===== src/rtl/core_mem_arbiter.sv =====
// Merges the core's qword instruction port and word data port onto one 32-bit
// Avalon-MM master with waitrequest; one ready pulse per completed request.
module core_mem_arbiter #(
  parameter bit DATA_FIRST = 1'b1,
  parameter bit HI_FIRST   = 1'b0
) (
  input  logic        clk,
  input  logic        rst_n,
  input  logic        insn_start,
  input  logic [28:0] insn_addr,
  output logic        insn_ready,
  output logic [63:0] insn_data_rd,
  input  logic        data_start,
  input  logic [29:0] data_addr,
  input  logic        data_write,
  input  logic [31:0] data_data_wr,
  input  logic [3:0]  data_data_be,
  output logic        data_ready,
  output logic [31:0] data_data_rd,
  output logic [31:0] avl_address,
  output logic        avl_read,
  output logic        avl_write,
  output logic [31:0] avl_writedata,
  output logic [3:0]  avl_byteenable,
  input  logic [31:0] avl_readdata,
  input  logic        avl_waitrequest
);

  typedef enum logic [1:0] {S_IDLE, S_INSN_B0, S_INSN_B1, S_DATA} state_t;

  localparam logic [2:0] FIRST_OFF  = HI_FIRST ? 3'b100 : 3'b000;
  localparam logic [2:0] SECOND_OFF = HI_FIRST ? 3'b000 : 3'b100;

  state_t      state_q, state_d;
  logic        insn_pend_q, insn_pend_d;
  logic [28:0] insn_addr_q, insn_addr_d;
  logic [31:0] insn_buf_q, insn_buf_d;
  logic        data_pend_q, data_pend_d;
  logic [29:0] data_addr_q, data_addr_d;
  logic        data_write_q, data_write_d;
  logic [31:0] data_wdata_q, data_wdata_d;
  logic [3:0]  data_be_q, data_be_d;
  logic        insn_ready_q, insn_ready_d;
  logic [63:0] insn_data_q, insn_data_d;
  logic        data_ready_q, data_ready_d;
  logic [31:0] data_rdata_q, data_rdata_d;
  logic [31:0] avl_address_q, avl_address_d;
  logic        avl_read_q, avl_read_d;
  logic        avl_write_q, avl_write_d;
  logic [31:0] avl_wdata_q, avl_wdata_d;
  logic [3:0]  avl_be_q, avl_be_d;
  logic        grant_data;

  always_comb begin
    state_d       = state_q;
    insn_pend_d   = insn_pend_q;
    insn_addr_d   = insn_addr_q;
    insn_buf_d    = insn_buf_q;
    data_pend_d   = data_pend_q;
    data_addr_d   = data_addr_q;
    data_write_d  = data_write_q;
    data_wdata_d  = data_wdata_q;
    data_be_d     = data_be_q;
    insn_ready_d  = 1'b0;
    insn_data_d   = insn_data_q;
    data_ready_d  = 1'b0;
    data_rdata_d  = data_rdata_q;
    avl_address_d = avl_address_q;
    avl_read_d    = avl_read_q;
    avl_write_d   = avl_write_q;
    avl_wdata_d   = avl_wdata_q;
    avl_be_d      = avl_be_q;
    grant_data    = data_pend_q && (DATA_FIRST || !insn_pend_q);

    // Pending flags clear only on completion, so a start on the ready cycle is accepted
    if (insn_start && !insn_pend_q) begin
      insn_pend_d = 1'b1;
      insn_addr_d = insn_addr;
    end
    if (data_start && !data_pend_q) begin
      data_pend_d  = 1'b1;
      data_addr_d  = data_addr;
      data_write_d = data_write;
      data_wdata_d = data_data_wr;
      data_be_d    = data_data_be;
    end

    case (state_q)
      S_IDLE: begin
        if (grant_data) begin
          state_d       = S_DATA;
          avl_address_d = {data_addr_q, 2'b00};
          avl_read_d    = !data_write_q;
          avl_write_d   = data_write_q;
          avl_wdata_d   = data_wdata_q;
          avl_be_d      = data_be_q;
        end else if (insn_pend_q) begin
          state_d       = S_INSN_B0;
          avl_address_d = {insn_addr_q, FIRST_OFF};
          avl_read_d    = 1'b1;
          avl_be_d      = 4'hF;
        end
      end
      S_INSN_B0: begin
        if (!avl_waitrequest) begin
          insn_buf_d    = avl_readdata;
          state_d       = S_INSN_B1;
          avl_address_d = {insn_addr_q, SECOND_OFF};
        end
      end
      S_INSN_B1: begin
        // First word is buffered so insn_data_rd only changes on completion
        if (!avl_waitrequest) begin
          insn_data_d  = HI_FIRST ? {insn_buf_q, avl_readdata} : {avl_readdata, insn_buf_q};
          insn_pend_d  = 1'b0;
          insn_ready_d = 1'b1;
          avl_read_d   = 1'b0;
          state_d      = S_IDLE;
        end
      end
      S_DATA: begin
        if (!avl_waitrequest) begin
          if (!data_write_q) data_rdata_d = avl_readdata;
          data_pend_d  = 1'b0;
          data_ready_d = 1'b1;
          avl_read_d   = 1'b0;
          avl_write_d  = 1'b0;
          state_d      = S_IDLE;
        end
      end
      default: state_d = S_IDLE;
    endcase
  end

  always_ff @(posedge clk) begin
    if (!rst_n) begin
      state_q       <= S_IDLE;
      insn_pend_q   <= 1'b0;
      insn_addr_q   <= '0;
      insn_buf_q    <= '0;
      data_pend_q   <= 1'b0;
      data_addr_q   <= '0;
      data_write_q  <= 1'b0;
      data_wdata_q  <= '0;
      data_be_q     <= '0;
      insn_ready_q  <= 1'b0;
      insn_data_q   <= '0;
      data_ready_q  <= 1'b0;
      data_rdata_q  <= '0;
      avl_address_q <= '0;
      avl_read_q    <= 1'b0;
      avl_write_q   <= 1'b0;
      avl_wdata_q   <= '0;
      avl_be_q      <= '0;
    end else begin
      state_q       <= state_d;
      insn_pend_q   <= insn_pend_d;
      insn_addr_q   <= insn_addr_d;
      insn_buf_q    <= insn_buf_d;
      data_pend_q   <= data_pend_d;
      data_addr_q   <= data_addr_d;
      data_write_q  <= data_write_d;
      data_wdata_q  <= data_wdata_d;
      data_be_q     <= data_be_d;
      insn_ready_q  <= insn_ready_d;
      insn_data_q   <= insn_data_d;
      data_ready_q  <= data_ready_d;
      data_rdata_q  <= data_rdata_d;
      avl_address_q <= avl_address_d;
      avl_read_q    <= avl_read_d;
      avl_write_q   <= avl_write_d;
      avl_wdata_q   <= avl_wdata_d;
      avl_be_q      <= avl_be_d;
    end
  end

  assign insn_ready     = insn_ready_q;
  assign insn_data_rd   = insn_data_q;
  assign data_ready     = data_ready_q;
  assign data_data_rd   = data_rdata_q;
  assign avl_address    = avl_address_q;
  assign avl_read       = avl_read_q;
  assign avl_write      = avl_write_q;
  assign avl_writedata  = avl_wdata_q;
  assign avl_byteenable = avl_be_q;

endmodule

===== config.mk =====
export PLATFORM = sky130hd
export DESIGN_NAME = core_mem_arbiter
export DESIGN_NICKNAME = d
export VERILOG_FILES = /design/src/rtl/core_mem_arbiter.sv
export SDC_FILE = /design/constraint.sdc
export NUM_CORES = 1
export LEC_CHECK = 0
export CORE_ASPECT_RATIO = 1.5
export CORE_MARGIN = 4
export CORE_UTILIZATION = 51
export DETAILED_ROUTE_END_ITERATION = 8
export PLACE_DENSITY_LB_ADDON = 0.12
export SLEW_MARGIN = 15
export SYNTH_ARGS = -nofsm -noshare
export SYNTH_HDL_FRONTEND = slang
export SYNTH_SLANG_ARGS = --single-unit

===== constraint.sdc =====
create_clock -name clk -period 2.38 [get_ports clk]
set_input_delay 0.476 -clock clk [delete_from_list [all_inputs] [get_ports clk]]
set_output_delay 0.476 -clock clk [all_outputs]
set_load 0.01 [all_outputs]

# ---- Yosys cells after proc, flatten, opt, wreduce, memory -nomap -nowiden
# Cells that the tools add are included.
# Widths: inputs -> output; s select.
dict set report classes {
  addsub 0
  n_div 0
  n_reduce_logical 22
  bitwise_logic 2
  eq_ne 8
  shifts 0
  n_mux 24
  magnitude_cmp 0
  multipliers 0
}
# operator count
set ops {}
lappend ops {{$mux 32} 3}
lappend ops {{$pmux 32 s2} 1}
lappend ops {{$reduce_and 3->1} 5}
lappend ops {{$reduce_and 2->1} 6}
lappend ops {{$mux 1} 11}
lappend ops {{$mux 2} 4}
lappend ops {{$mux 4} 2}
lappend ops {{$ne 2x2->1 const B} 4}
lappend ops {{$reduce_bool 2->1} 4}
lappend ops {{$pmux 2 s3} 1}
lappend ops {{$eq 2x2->1 const B} 2}
lappend ops {{$pmux 1 s2} 2}
lappend ops {{$logic_not 1->1} 3}
lappend ops {{$ne 3x3->1 const B} 1}
lappend ops {{$eq 2x1->1 const B} 1}
lappend ops {{$logic_and 1x1->1} 2}
lappend ops {{$logic_not 2->1} 1}
lappend ops {{$not 1->1} 2}
lappend ops {{$reduce_or 2->1} 1}
dict set report word_totals {
  rom_bits 0
  elab_cells 74
  mem_bits_rw 0
  latchBits 0
  register_bits 300
  mem_count 0
  inputBits 133
}

# ---- Longest topological paths before layout
# Gate-level depths: netlist (run 1).
dict set report depth {
  depth_word 5
  ltp_mapped 6
  depth_no_buf 3
}

# ---- Worst setup path after synthesis (run 1)
# OpenSTA, ideal clock, no wires.
dict set report synth_timing {
  path_type {in2reg}
  start {in avl_waitrequest}
  end {reg insn_data_q[14], in the netlist insn_data_rd[14]}
  arrival_ps 1381
  setup_ps 117
  stages 5
  slack_ps 882
  t_required_ps 2263
  cell_sequence {nand2b_2 > o21a_1 > buf_2 > buf_2 > a22o_1}
}
dict set report synth_via {
  elab_chain_len 2
}
# element line_no
set synth_rtl {}
lappend synth_rtl {{start, declared} 26} ;# input logic avl_waitrequest
lappend synth_rtl {{$not 1->1 (no line)} n/a}
lappend synth_rtl {{$reduce_and 2->1 (no line)} n/a}
lappend synth_rtl {{end signal, assigned} 166} ;# insn_data_q <= insn_data_d;
lappend synth_rtl {{end, declared} 44} ;# logic [63:0] insn_data_q, insn_data_d;
# Every way passes these cells.
# A chain may end at the register's enable or synchronous reset.

# ---- Worst setup path after layout (run 1)
dict set report layout_timing {
  start {reg data_pend_q}
  end {reg avl_address_q[3], in the netlist avl_address[3]}
}
dict set report layout_via {
  elab_chain_len 2
  elab_cells_between_ends 4
}
# element line_no
set layout_rtl {}
lappend layout_rtl {{start, declared} 38} ;# logic data_pend_q, data_pend_d;
lappend layout_rtl {{start signal, assigned} 160} ;# data_pend_q <= data_pend_d;
lappend layout_rtl {{$ne 3x3->1 (no line) or $mux 32 (tied branches)} n/a}
lappend layout_rtl {{$reduce_and 3->1 (no line) or $pmux 32 s2 (tied branches)} n/a}
lappend layout_rtl {{end signal, assigned} 169} ;# avl_address_q <= avl_address_d;
lappend layout_rtl {{end, declared} 47} ;# logic [31:0] avl_address_q, avl_address_d;
# Several ways; a longest one is shown, not always the timed one.

==> results of run 1 <==
## kinds of logic after synthesis
logic type	count (synthesis)	share of synthesized area, %
muxes	1	0.0927
buffers and inverters	117	5.11
DFF	298	55.3
other	1	0.0347
AOI/OAI and AO/OA	386	24.6
and+or+nand+nor	408	14.9
## metal layers
| metal | vias up | track usage [%] |
|---|---|---|
| li1 | 4646 | - |
| met1 | 4433 | 27.9 |
| met2 | 300 | 45.2 |
| met3 | 64 | 6.06 |
| met4 | 0 | 10.3 |
| met5 | - | 0 |
## worst min-delay path: cells and delay by family (launching register included)
family | cells | cell delay [ns]
AND/OR/NAND/NOR | 1 | 0.05
AO/OA/AOI/OAI | 1 | 0.05
flip-flops | 1 | 0.31
## Yosys cell counts (all sizes together)
cell     number  area share [%]
a211oi       29             2.0
a21o          1           0.070
a21oi       193             8.9
a22o         65             5.3
a22oi         1           0.070
a311oi       29             4.0
a31oi         1           0.058
and2          1           0.058
and2b         1           0.070
and3          1           0.058
and4bb        1            0.12
buf          64             3.3
clkbuf       50             1.7
conb          1           0.035
dfxtp       298              55
inv           3            0.10
mux2i         1           0.093
nand2       387              13
nand2b        3            0.20
nand4bb       1            0.10
nor2          4            0.14
nor2b         2            0.12
nor3          2           0.093
nor3b         2            0.29
o211a         1           0.093
o211ai       29             2.0
o21a          3            0.21
o21ai        30             1.4
o221a         4            0.42
or2           1           0.058
or3b          2            0.16
## sequential cells by signal (all words and copies together) (netlist names), 2 cells and up
name            cells
data_addr_q        30
data_data_rd       32
avl_writedata      32
state_q             2
insn_addr_q        29
avl_byteenable      4
data_be_q           4
insn_buf_q         32
data_wdata_q       32
insn_data_rd       64
avl_address        30
## final timing paths
check                                    to  slack, ns
max             avl_address[3]$_SDFFE_PN0P_       0.39
min          avl_writedata[13]$_SDFFE_PN0P_       0.45
max reg2reg     avl_address[3]$_SDFFE_PN0P_       0.39
min reg2reg  avl_writedata[13]$_SDFFE_PN0P_       0.45
## power by group through the flow
stage / Combinational, mW / Clock (mW) / Sequential [mW]
finish: 1.70 / 4.82 / 5.43
global route: 1.82 / 5.10 / 5.46
CTS: 1.70 / 4.90 / 5.43
detailed placement: 1.69 / 0 / 5.54
global placement: 1.67 / 0 / 5.53
floorplan: 0.850 / 0 / 5.55
## per-stage QoR
| step | power (mW) | cell area [um2] | cells | hold WS (ns) |
|---|---|---|---|---|
| finish | 11.9 | 15000 | 1743 | 0.450 |
| CTS | 12.0 | 15000 | 1742 | 0.454 |
| floorplan | 6.40 | 10800 | 1212 | 0.432 |
| global route | 12.4 | 15000 | 1743 | 0.469 |
| global placement | 7.20 | 14000 | 1691 | 0.436 |
| detailed placement | 7.23 | 14000 | 1691 | 0.444 |
## cell type report
| cell class | instances | area [um2] |
|---|---|---|
| diodes | 1 | 2.50 |
| clock buffers | 37 | 776 |
| clock inverters | 14 | 226 |
| fillers | 1556 | 5580 |
| inverters | 3 | 18.8 |
| multi-input cells | 797 | 4310 |
| flip-flops and latches | 298 | 5970 |
| well taps | 264 | 330 |
| repair buffers | 329 | 3370 |
==> qor.txt, run 1 <==
final WL: 30.9 mm
worst slack at placement: 0.210 ns
CP delay by family, top: buffers and inverters
GRT Resource Usage Total: 24.9%
Die X: 127 um
achievable frequency: 504 MHz
antenna violations before repair: 1
Clock Power Share: 40.3%
Post-CTS Resized: 0
R2R cell count: 4
GRT overflow: 0
I/O pins: 301
synthesis warning total: 0
slew margin rel.: 39.3%
Worst-Margin Slew: 0.910 ns
Hold Startpoint: data_wdata_q[13]$_SDFFE_PN0P_
switching part of the total: 24.6%
Worst Setup Start Kind: register
Core ar.: 20600 um2
share of layout cells above drive strength 1: 8.25%
Worst path depth: 4
Worst Setup SP: data_pend_q$_SDFF_PN0_
Post-CTS Setup Bufs: 0
HPWL Detailed: 20.8 mm
Worst path max stage delay: 0.69 ns
Fin Setup TNS: 0 ns
WS Path Type: reg -> reg
CP required: 2.82 ns
Starting DRT DRC Count: 552
worst path arrival time: 2.43 ns
net switching power: 2.94 mW
crit-path cells: buf_4 -> inv_1 -> o21ai_0 -> a311oi_2
Finished Core Util: 72.9%
Vias/cell: 5.42
die area: 23600 um2
hold_buf cts: 0
most common cell after layout, fill and taps aside: nand2_1
drt pass-1 iters: 5
H-tree Lvls: 1
worst path bufs/invs: 2
Crit-path slowest cell: inv_1
Pint: 9.01 mW
Wirelength per Cell: 17.7 um
clock buffer depth: 3
initial core utilization: 52.5%
critical-path maximum fanout: 30
Max-Cap Viols: 0
Rows: 64
endpoint type of the worst setup path: register
combinational power share: 14.2%
CTS tree: built
DR WL met3: 2.17 mm
status: finished, final reports clean
clock slew at reported path FFs: 0.07 ns
worst setup margin: 0.394 ns
number of synthesized register bits: 298
RSZ-0062 raised after global routing: false
sequential area share after synthesis: 55.3%
DRT antenna net count: 0
Area growth syn-to-layout: 38.9%
Reg2Reg Launch Point: data_pend_q$_SDFF_PN0_
Post-Syn Area per Cell: 8.92 um2
peak supply drop: 0.000724 V
Post-Synthesis Cells: 1211
WHS Path Cells: 2
GPL Wtd Cong: 0.800
met2 wire len: 15.8 mm
class of the tightest hold or removal check: reg -> reg
CTS root buffer: clkbuf_16
Port Buf Inserts: 298
post-synthesis cell type count: 39
CTS Buf Count: 28
Fin. Hold Viols: 0
min Tclk post-route: 1.99 ns
die height: 186 um
via count: 9443
vias in the first global route: 9246
Metal-1 WL: 11.7 mm
# clock sinks: 298
final setup vio count: 0
clock skew: 0.0165 ns
final slew viol count: 0
Static Leakage: 5.25 nW
first-pass GRT wire length: 48.2 mm
power density over cell area: 796 nW/um2
Nets: 1590
drc violations: 0
most frequent cells in the layout: nand2_1, clkdlybuf4s50_1, dfxtp_1
Seq pwr share: 45.5%
period utilisation layout: 83.4%
largest net degree at the start of global routing: 78
synthesized area: 10800 um2
Clk Latency, worst-skew pair: 0.54 ns
highest metal used: met4
No activity file was read; power rests on OpenSTA's default activity.
==> run 2: changes to the inputs <==
--- a/config.mk
+++ b/config.mk
@@ -7,7 +7,7 @@
 export LEC_CHECK = 0
 export CORE_ASPECT_RATIO = 1.5
 export CORE_MARGIN = 4
-export CORE_UTILIZATION = 51
+export CORE_UTILIZATION = 48
 export DETAILED_ROUTE_END_ITERATION = 8
 export PLACE_DENSITY_LB_ADDON = 0.12
 export SLEW_MARGIN = 15
==> constraint.sdc (replaced) <==
create_clock -name clk -period 2 [get_ports clk]
set_input_delay 0.4 -clock clk [delete_from_list [all_inputs] [get_ports clk]]
set_output_delay 0.4 -clock clk [all_outputs]
set_load 0.01 [all_outputs]
==> run 2 against run 1 <==
Worst hold slack got worse by 0.039 ns. Worst setup slack lost 0.29 ns. Cell area up 0.33%. Global-route usage is 1.8 points lower. First-iteration DRC count is 2.7% higher. Final cell count is 0.92% higher. Sequential power up 19%. Clock skew shrank 0.0064 ns. Total power grew 17%. Utilization is 5.1 points lower. Flip-flop and latch count unchanged. Largest power group unchanged. Highest routed layer unchanged.
==> qor.txt, run 2 (synthesis results as in run 1) <==
status: finished, final reports clean
final setup vio count: 0 (unchanged)
power density over cell area: 931 nW/um2 (+17%)
FILL cells: 1840 (+18%)
post-route cell area: 15000 um2 (+0.33%)
RR Endpoint: avl_address[18]$_SDFFE_PN0P_
die area: 25000 um2 (+5.9%)
CTS tree: built
worst path arrival time: 1.49 ns (-0.94 ns)
most common cell after layout, fill and taps aside: nand2_1
CTS Buf Count: 27 (-3.6%)
CP required: 1.60 ns (-1.22 ns)
achievable frequency: 528 MHz
I/O pins: 301 (unchanged)
critical-path maximum fanout: 2 (-93%)
initial core utilization: 48.6% (-3.9 points)
largest net degree at the start of global routing: 106 (+36%)
dpl cell area: 14100 um2 (+0.68%)
Port Buf Inserts: 298 (unchanged)
Worst Setup Start Kind: register
class of the tightest hold or removal check: in -> reg
highest metal used: met4
H-tree Lvls: 1 (unchanged)
DRT antenna net count: 0 (unchanged)
Reg2Reg Launch Point: state_q[1]$_SDFFE_PN0P_
Post-Layout Cell Count: 1759 (+0.92%)
CP delay by family, top: buffers and inverters
Area growth syn-to-layout: 39.4%
Static Leakage: 5.29 nW (+0.75%)
vias in the first global route: 9061 (-2.0%)
hold_buf cts: 0 (unchanged)
RSZ-0062 raised after global routing: false
clock buffer depth: 3 (unchanged)
Core ar.: 22200 um2 (+7.9%)
R2R cell count: 4 (unchanged)
HPWL Detailed: 21.3 mm (+2.3%)
Tot Pwr: 14.0 mW (+17%)
Starting DRT DRC Count: 567 (+2.7%)
die height: 192 um (+2.9%)
CTS root buffer: clkbuf_16
Crit-path slowest cell: clkdlybuf4s50_1
WS Path Type: reg -> out
worst path bufs/invs: 1 (-1)
most frequent cells in the layout: nand2_1, dfxtp_1, clkdlybuf4s50_1
DR WL met3: 2.21 mm (+2.2%)
antenna violations before repair: 0 (-1)
peak supply drop: 0.000789 V (+8.9%)
slew margin rel.: 36.8% (-2.4 points)
GRT Resource Usage Total: 23.1% (-1.8 points)
Worst path max stage delay: 0.61 ns (-0.08 ns)
worst hold endpoint: insn_addr_q[9]$_SDFFE_PN0P_
first-pass GRT wire length: 47.2 mm (-2.1%)
Die X: 130 um (+2.9%)
crit-path cells: clkdlybuf4s50_1
Fin. Hold Viols: 0 (unchanged)
GRT overflow: 0 (unchanged)
max FFs per register: 64 (unchanged)
via count: 9430 (-0.14%)
Clk Latency, worst-skew pair: 0.53 ns (about the same)
Worst-Margin Slew: 0.947 ns (+0.0367 ns)
Post-CTS Resized: 0 (unchanged)
Max-Cap Viols: 0 (unchanged)
final slew viol count: 0 (unchanged)
Metal-1 WL: 11.6 mm (-0.66%)
drt pass-1 iters: 5 (unchanged)
Rows: 67 (+4.7%)
clock slew at reported path FFs: 0.07 ns (about the same)
R2R Setup Slk: 0.17 ns (-0.22 ns)
period utilisation layout: 94.6%
final WL: 30.3 mm (-1.8%)
Fin Setup TNS: 0 ns (unchanged)
WHS Path Cells: 3 (+1)
Wirelength per Cell: 17.2 um (-2.7%)
met2 wire len: 15.5 mm (-2.1%)
Seq. cell area: 5970 um2 (about the same)
Placed Cells: 1711 (+1.2%)
# clock sinks: 298 (unchanged)
multi-input logic area: 4310 um2 (about the same)
Ant. Diodes: 0 (-1)
hold_ws: 0.411 ns (-0.0387 ns)
GPL Wtd Cong: 0.846 (+5.7%)
Vias/cell: 5.36 (-1.0%)
Post-CTS Setup Bufs: 0 (unchanged)
clock skew: 0.0102 ns (-0.00635 ns)
Nets: 1597 (+0.44%)
share of layout cells above drive strength 1: 8.63% (+0.38 points)
drc violations: 0 (unchanged)
min Tclk post-route: 1.89 ns
Hold Startpoint: insn_addr[9]
endpoint type of the worst setup path: output port
## run 2: how the worst max path moves through the flow
stage | startpoint | to | slack [ns] | cells after the start
after floorplan | avl_waitrequest | insn_data_rd[14]$_SDFFE_PN0P_ | 0.58 | 5
after global placement | avl_waitrequest | insn_buf_q[18]$_SDFFE_PN0P_ | 0.08 | 6
after detailed placement | avl_waitrequest | avl_address[5]$_SDFFE_PN0P_ | 0.003 | 6
after CTS | avl_address[4]$_SDFFE_PN0P_ | avl_address[4] | 0.07 | 1
after global routing | state_q[1]$_SDFFE_PN0P_ | avl_address[11]$_SDFFE_PN0P_ | 0.03 | 4
final | avl_address[4]$_SDFFE_PN0P_ | avl_address[4] | 0.11 | 1
## run 2: layout make-up
class / instances / area share (%)
Sequential cell: 298 / 39.6
Clock inverter: 9 / 0.989
Tap cell: 276 / 2.29
Clock buffer: 39 / 5.39
Timing Repair Buffer: 337 / 22.9
Multi-Input combinational cell: 797 / 28.6
Inverter: 3 / 0.108
## run 2: routing by layer
metal | GRT usage, % | vias up
li1 | - | 4655
met3 | 5.84 | 62
met4 | 7.96 | 0
met2 | 41.1 | 287
met5 | 0 | -
met1 | 26.8 | 4426
## run 2: report_power, final
part / leakage, nW / switching [mW] / internal [mW]
registers: 2.43 / 0.191 / 6.26
clock network: 0.478 / 2.19 / 3.32
logic: 2.38 / 1.06 / 0.984
## run 2: metrics by stage
stage,worst slack (ns),util [%]
after global placement,0.0784,63.4
after CTS,0.0750,67.7
after floorplan,0.578,-
final,0.107,67.7
after global routing,0.0296,67.7
after detailed placement,0.00335,63.4
==> run 3: changes to the inputs <==
--- a/config.mk
+++ b/config.mk
@@ -10,6 +10,7 @@
 export CORE_UTILIZATION = 48
 export DETAILED_ROUTE_END_ITERATION = 8
 export PLACE_DENSITY_LB_ADDON = 0.12
+export RECOVER_POWER = 50
 export SLEW_MARGIN = 15
 export SYNTH_ARGS = -nofsm -noshare
 export SYNTH_HDL_FRONTEND = slang
==> run 3 against run 2 <==
First-iteration DRC count fell by 11%. Critical endpoint unchanged. Flip-flop and latch count did not move. Critical path depth did not move. Global-route usage did not move. Final cell count did not move. Highest routed layer unchanged. Critical path type unchanged. Via count barely moved. Worst hold slack barely moved.
==> qor.txt, run 3 (synthesis results as in run 1) <==
initial core utilization: 48.6% (unchanged)
CP required: 1.60 ns (about the same)
Die X: 130 um (unchanged)
WS Path Type: reg -> out
achievable frequency: 528 MHz (about the same)
clock slew at reported path FFs: 0.07 ns (about the same)
peak supply drop: 0.000790 V (about the same)
slew margin rel.: 36.6% (-0.20 points)
post-route cell area: 15000 um2 (-0.60%)
worst setup margin: 0.106 ns (-0.000875 ns)
worst slack at placement: 0.00335 ns (unchanged)
Port Buf Inserts: 298 (unchanged)
worst path arrival time: 1.49 ns (about the same)
DRT antenna net count: 0 (unchanged)
via count: 9438 (+0.085%)
Worst path max stage delay: 0.61 ns (about the same)
share of layout cells above drive strength 1: 8.50% (-0.13 points)
most common cell after layout, fill and taps aside: nand2_1
hold_ws: 0.411 ns (-0.000344 ns)
die height: 192 um (unchanged)
FILL cells: 1853 (+0.71%)
Wirelength per Cell: 17.2 um (about the same)
Vias/cell: 5.37 (about the same)
GPL Wtd Cong: 0.846 (unchanged)
crit-path cells: clkdlybuf4s50_1
clock skew: 0.0100 ns (-0.000132 ns)
antenna violations before repair: 0 (unchanged)
endpoint type of the worst setup path: output port
Clk Latency, worst-skew pair: 0.53 ns (about the same)
drc violations: 0 (unchanged)
final setup vio count: 0 (unchanged)
GRT overflow: 0 (unchanged)
Crit-path slowest cell: clkdlybuf4s50_1
CTS root buffer: clkbuf_16
Starting DRT DRC Count: 506 (-11%)
worst path bufs/invs: 1 (unchanged)
most frequent cells in the layout: nand2_1, dfxtp_1, clkdlybuf4s50_1
hold_buf cts: 0 (unchanged)
largest net degree at the start of global routing: 106 (unchanged)
capture point of the worst path: avl_address[4]
R2R cell count: 4 (unchanged)
Fin Setup TNS: 0 ns (unchanged)
period utilisation layout: 94.7% (about the same)
status: finished, final reports clean
Static Leakage: 5.25 nW (-0.62%)
CP delay by family, top: buffers and inverters
HPWL Detailed: 21.3 mm (unchanged)
RR Endpoint: avl_address[18]$_SDFFE_PN0P_
# clock sinks: 298 (unchanged)
RSZ-0062 raised after global routing: false
vias in the first global route: 9061 (unchanged)
critical-path maximum fanout: 2 (unchanged)
first-pass GRT wire length: 47.2 mm (unchanged)
Nets: 1597 (unchanged)
CTS tree: built
Worst path depth: 1 (unchanged)
H-tree Lvls: 1 (unchanged)
Area growth syn-to-layout: 38.5%
power density over cell area: 934 nW/um2 (+0.36%)
die area: 25000 um2 (unchanged)
Fin. Hold Viols: 0 (unchanged)
Finished Core Util: 67.3% (-0.41 points)
Post-CTS Resized: 0 (unchanged)
Worst Setup SP: avl_address[4]$_SDFFE_PN0P_
Worst Setup Start Kind: register
Post-CTS Setup Bufs: 0 (unchanged)
Reg2Reg Launch Point: state_q[1]$_SDFFE_PN0P_
final slew viol count: 0 (unchanged)
drt pass-1 iters: 5 (unchanged)
class of the tightest hold or removal check: in -> reg
min Tclk post-route: 1.89 ns (+0.000875 ns)
I/O pins: 301 (unchanged)
R2R Setup Slk: 0.17 ns (about the same)
dpl cell area: 14100 um2 (unchanged)
CTS Buf Count: 27 (unchanged)
max FFs per register: 64 (unchanged)
GRT Resource Usage Total: 23.1% (unchanged)
Worst-Margin Slew: 0.950 ns (+0.00301 ns)
clock buffer depth: 3 (unchanged)
final WL: 30.3 mm (about the same)
Rows: 67 (unchanged)
Core ar.: 22200 um2 (unchanged)
Ant. Diodes: 0 (unchanged)
Max-Cap Viols: 0 (unchanged)
==> run 3: routing by layer <==
layer / routed length, um / global-route usage [%] / part of all wire [%] / up-vias
li1: - / - / - / 4659
met1: 11500 / 26.8 / 38 / 4421
met2: 15500 / 41.1 / 51 / 295
met3: 2240 / 5.84 / 7.4 / 63
met4: 1050 / 7.96 / 3.5 / 0
met5: 0 / 0 / 0 / -
==> run 3: layout make-up <==
class                   instances  area (um2)  area share, %
flip-flops and latches        298        5970           39.9
multi-input cells             797        4300           28.7
repair buffers                337        3370           22.5
clock buffers                  39         811           5.42
well taps                     276         345           2.31
clock inverters                 9         149          0.995
inverters                       3        16.3          0.109
==> run 3: worst min path at each step <==
stage / slack (ns) / start / to / cells after the start
6_report: 0.41 / insn_addr[9] / insn_addr_q[9]$_SDFFE_PN0P_ / 3
5_1_grt: 0.40 / data_addr[29] / data_addr_q[29]$_SDFFE_PN0P_ / 3
4_1_cts: 0.39 / data_data_wr[24] / data_wdata_q[24]$_SDFFE_PN0P_ / 3
3_5_place_dp: 0.44 / data_wdata_q[5]$_SDFFE_PN0P_ / avl_writedata[5]$_SDFFE_PN0P_ / 2
3_3_place_gp: 0.44 / data_wdata_q[27]$_SDFFE_PN0P_ / avl_writedata[27]$_SDFFE_PN0P_ / 2
2_1_floorplan: 0.43 / data_wdata_q[0]$_SDFFE_PN0P_ / avl_writedata[0]$_SDFFE_PN0P_ / 2
==> run 3: per-stage QoR <==
stage / std cells / total power [mW]
3_5_place_dp: 1711 / 8.64
2_1_floorplan: 1212 / 7.62
4_1_cts: 1759 / 14.1
3_3_place_gp: 1711 / 8.60
5_1_grt: 1759 / 14.5
6_report: 1759 / 14.0
==> run 3: power by group <==
part | internal [mW] | leakage (nW) | switching, mW
combinational | 0.958 | 2.35 | 1.05
clock | 3.32 | 0.478 | 2.19
sequential | 6.26 | 2.43 | 0.191
==> run 3: worst min-delay path: stages <==
cell and delay, ns:
clkdlybuf4s50_1 0.39, nand2_1 0.05, a21oi_1 0.05
